$ cat config.mk
export PLATFORM = sky130hd
export DESIGN_NAME = fphub_mult
export DESIGN_NICKNAME = d
export VERILOG_FILES = /design/src/rtl/fphub_mult.sv
export SDC_FILE = /design/constraint.sdc
export NUM_CORES = 2
export LEC_CHECK = 0
export BUFFER_PORTS_ARGS = -buffer_cell sky130_fd_sc_hd__buf_2
export CORE_UTILIZATION = 30
export DETAILED_ROUTE_END_ITERATION = 8
export GPL_TIMING_DRIVEN = 0
export HOLD_SLACK_MARGIN = 0.06
export PLACE_DENSITY = 0.49
export RECOVER_POWER = 100
export SLEW_MARGIN = 25
export SYNTH_ARGS = -nofsm -noshare
export SYNTH_HDL_FRONTEND = slang
export SYNTH_SLANG_ARGS = --single-unit
$ cat constraint.sdc
create_clock -name clk -period 2.2 [get_ports clk]
set_input_delay 0.66 -clock clk [delete_from_list [all_inputs] [get_ports clk]]
set_output_delay 0.66 -clock clk [all_outputs]
set_load 0.01 [all_outputs]
$ cat src/rtl/fphub_mult.sv
// fphub_mult: two-stage pipelined multiplier for HUB floating-point operands.
//
// Operand format is {sign, exp[E-1:0], frac[M-1:0]} with an implicit leading 1
// and an implicit trailing 1 (ILSB). Truncating the product is round-to-nearest
// under HUB, so no rounding hardware is needed. exp == 0 encodes zero and
// exp == all-ones encodes infinity; there are no subnormals and no NaN.
//
// Ports:
//   clk        rising-edge clock
//   rst_n      asynchronous active-low reset
//   in_valid   X/Y are sampled this cycle
//   X, Y       operands
//   out_valid  Z holds a new result (in_valid delayed by two cycles)
//   Z          product; holds its last value when out_valid is low
module fphub_mult #(
    parameter int unsigned M = 23,
    parameter int unsigned E = 8
) (
    input  logic           clk,
    input  logic           rst_n,
    input  logic           in_valid,
    input  logic [E+M:0]   X,
    input  logic [E+M:0]   Y,
    output logic           out_valid,
    output logic [E+M:0]   Z
);

    localparam int unsigned W  = E + M + 1;
    localparam int unsigned PW = 2 * M + 4;
    localparam int unsigned EW = E + 2;

    localparam logic [EW-1:0] Bias   = EW'(2 ** (E - 1));
    localparam logic [EW-1:0] ExpMax = EW'((2 ** E) - 1);

    // Operand field decode
    logic [E-1:0]  x_exp, y_exp;
    logic [M+1:0]  x_man, y_man;

    // Stage 1 next-state and registers
    logic           s1_zero_d, s1_inf_d;
    logic [EW-1:0]  s1_exp_d;
    logic [PW-1:0]  s1_prod_d;

    logic           s1_valid_q;
    logic           s1_sign_q;
    logic           s1_zero_q;
    logic           s1_inf_q;
    logic [EW-1:0]  s1_exp_q;
    logic [PW-1:0]  s1_prod_q;

    // Stage 2 combinational result
    logic           norm;
    logic [EW-1:0]  ez;
    logic [M-1:0]   frac_n;
    logic [W-1:0]   z_d;

    // ---------------------------------------------------------------- stage 1
    always_comb begin
        x_exp     = X[W-2 -: E];
        y_exp     = Y[W-2 -: E];
        x_man     = {1'b1, X[M-1:0], 1'b1};
        y_man     = {1'b1, Y[M-1:0], 1'b1};
        s1_zero_d = (x_exp == '0) || (y_exp == '0);
        s1_inf_d  = (&x_exp) || (&y_exp);
        // Biased sum carried with two guard bits so over/underflow stays visible.
        s1_exp_d  = EW'(x_exp) + EW'(y_exp) - Bias;
        s1_prod_d = PW'(x_man) * PW'(y_man);
    end

    always_ff @(posedge clk or negedge rst_n) begin
        if (!rst_n) begin
            s1_valid_q <= 1'b0;
            s1_sign_q  <= 1'b0;
            s1_zero_q  <= 1'b0;
            s1_inf_q   <= 1'b0;
            s1_exp_q   <= '0;
            s1_prod_q  <= '0;
        end else begin
            s1_valid_q <= in_valid;
            if (in_valid) begin
                s1_sign_q <= X[W-1] ^ Y[W-1];
                s1_zero_q <= s1_zero_d;
                s1_inf_q  <= s1_inf_d;
                s1_exp_q  <= s1_exp_d;
                s1_prod_q <= s1_prod_d;
            end
        end
    end

    // ---------------------------------------------------------------- stage 2
    always_comb begin
        // Product lies in [1,4); the top bit marks the [2,4) half.
        norm   = s1_prod_q[PW-1];
        ez     = s1_exp_q + EW'(norm);
        frac_n = norm ? s1_prod_q[PW-2 -: M] : s1_prod_q[PW-3 -: M];

        z_d = {s1_sign_q, ez[E-1:0], frac_n};
        if (s1_zero_q) begin
            // Zero wins over infinity, so 0 x inf is a signed zero.
            z_d = {s1_sign_q, {(W-1){1'b0}}};
        end else if (s1_inf_q) begin
            z_d = {s1_sign_q, {(W-1){1'b1}}};
        end else if (ez[EW-1] || (ez == '0)) begin
            z_d = {s1_sign_q, {(W-1){1'b0}}};
        end else if (ez >= ExpMax) begin
            z_d = {s1_sign_q, {(W-1){1'b1}}};
        end
    end

    // Bits below the kept fraction are discarded by truncation.
    logic unused_prod;
    assign unused_prod = ^s1_prod_q[PW-3-M:0];

    always_ff @(posedge clk or negedge rst_n) begin
        if (!rst_n) begin
            out_valid <= 1'b0;
            Z         <= '0;
        end else begin
            out_valid <= s1_valid_q;
            if (s1_valid_q) begin
                Z <= z_d;
            end
        end
    end

endmodule

==> results.ini <==
[route]
wl_per_cell_um=21.6
routed_via_density=4.82
firstDrtPassIters=7
drt_iter0_drc=1219
vias=19100
routed_wl_mm=85.7
drc=4
ant_nets=0

[critical_path]
crit_required_ns=2.38
critical-path-top-delay-family=adder cells
slowest_stage=fa_2
critPathMaxFanout=8
critPathCaptureType=register
crit_path_frequent_cell=inv_2
slowest_delay_ns=0.60
start_kind=input pin
path_class=in2reg
path_buf_inv=8
crit_arrival_ns=7.01

[floorplanning]
dieWidth_um=284
core_sq_um=78900
io_pins=100
die_area_sq_um=80700
num_rows=103
initial_core_util_pct=30.3
die_y_um=284

[timing]
skew_ns=0.00553
whs_ns=0.380
max_freq_mhz=146
worst_slew_margin_rel_pct=24.3
rsz0062_at_grt=yes
tightest_slew_ns=1.13
slew_violations=0
setup_violations=52
hold_viol=0
finalCriticalPeriod_ns=6.83
fin_crit_sh_pct=310
worst_slack_ns=-4.63

[global_routing]
track_usage_pct=21.6
antenna_found_initial=6
grt_pass1_vias=20300
grt_pass1_wl_mm=129
grt_overflow=0
grt_max_degree=45

[cts]
clockBufferDepth=2
root_buffer=clkbuf_16
htreeDepth=3
clock-sinks=72
path_clk_slew_ns=0.05
cts_buffers=9
clock_latency_ns=0.33
cts_tree=yes

[logic_synthesis]
synth_top_area_share_pct=43.9
seq_area_frac_synth_pct=7.55
synth_cells=2666
yosysMostFrequentCell=inv_1
ys_ff_latch=72
synth_common_cells=inv_1 (684), fa_1 (524), nand2_1 (307)
async_flop_share_pct=100
synth.area.top_cells=fa_1 (44%), inv_1 (11%), ha_1 (10%)
ys_types=74
syn_avg_cell_area_sq_um=8.95
yosysTopAreaCell=fa_1
synth_fp_nets=3457
ys.flop_type=dfrtp_1
yosysWarnings=0
syn-cell-area_sq_um=23900
synth_edf_count=0

[cells_and_area]
nNetsFinal=3702
area_growth_pct=26.3
utilization_pct=38.2
drive_gt1_share_pct=20.5

[run_status]
violations=design-rule violations, negative setup slack
status=finished, violations left

[place]
port-buffer-count=99
dp_hpwl_mm=69.0
gp_congestion=0.940

[worst_hold_path]
hold_path.class=reg2reg

[flow_run]
cap_violations=0

==> through the flow <==
stage | worst slack, ns | area [sq um] | instances | setup TNS, ns
3_3_place_gp | -5.75 | 26600 | 3815 | -156.19
5_1_grt | -4.76 | 30100 | 3966 | -125.87
6_report | -4.63 | 30200 | 3969 | -117.33
3_5_place_dp | -5.78 | 26600 | 3816 | -155.91
2_1_floorplan | -4.22 | 24800 | 2666 | -105.09
4_1_cts | -4.58 | 29800 | 3945 | -115.98
==> layout make-up <==
class / instances / area [sq um]
well taps: 1050 / 1310
inverters: 687 / 2620
clock inverters: 3 / 42.5
repair buffers: 237 / 2120
plain buffers: 127 / 1890
fillers: 8144 / 48700
multi-input cells: 1777 / 20100
diodes: 4 / 10.0
flip-flops and latches: 72 / 1800
clock buffers: 12 / 246
==> state kept, by name, indices dropped and copies added, names as in the netlist <==
signal,cells
out_valid,1
s1_sign_q,1
s1_valid_q,1
s1_inf_q,1
s1_prod_q,25
s1_zero_q,1
s1_exp_q,10
Z,32
==> what timing repair did <==
item                       CTS  global route
resized for setup          421            84
buffers inserted           111            24
gates cloned                 4             0
pin swaps                   98            64
hold buffers                 0             0
hold endpoints to repair     0             0
setup endpoints to repair   59            59
==> logic make-up (layout without fill, tap and decap cells) <==
kind of cell               count (synthesis)  count (layout)  share of synthesized area (%)
DFF                                       72              72                           7.55
and+or+nand+nor                          713             713                           14.7
other                                      0               4                              0
buffers and inverters                    817            1066                           13.0
xor gates and xnor gates                  31              31                           1.20
AOI/OAI and AO/OA                        265             265                           7.17
adders and majority gates                724             724                           54.4
muxes                                     44              44                           1.96
==> routing by layer <==
metal  GRT usage [%]  wire length [um]  vias up
li1                -                 -     8456
met1            29.0             36300     9949
met2            35.5             40400      575
met3            2.54              4930      133
met4            8.55              4070        4
met5               0                22        -
==> worst register-to-register path, cell delays in order (launching register included) <==
cell	delay, ns
dfrtp_1	0.41
ha_4	0.17
ha_4	0.13
and4_4	0.22
nand4_1	0.17
xor2_2	0.30
o41ai_2	0.15
nor2_4	0.26
buf_6	0.17
a21oi_2	0.05
o211ai_1	0.20
o21ai_1	0.09
==> placed cells by master, fill, tap and decap left out, drive strengths merged, types with 24 or more instances in the layout <==
cell type / n
nand2: 307
and2: 242
ha: 200
buf: 216
o211ai: 37
clkbuf: 160
nor2: 75
o21ai: 54
dfrtp: 72
xnor2: 24
inv: 681
a21oi: 95
fa: 524
==> final timing paths <==
kind / slack, ns / startpoint / depth (start not counted) / endpoint
hold / removal: 0.38 / s1_valid_q / 0 / out_valid
max in group asynchronous: 0.35 / rst_n / 2 / Z[12]
min in group asynchronous: 0.55 / rst_n / 1 / Z[23]
setup reg to reg: -0.25 / s1_prod_q[49] / 11 / Z[8]
hold reg to reg: 0.38 / s1_valid_q / 0 / out_valid
setup / recovery: -4.63 / Y[1] / 25 / s1_prod_q[46]
Power is left out: the tool's default activity adds up to more than one toggle a clock period on the data nets, which glitch-free logic cannot reach.
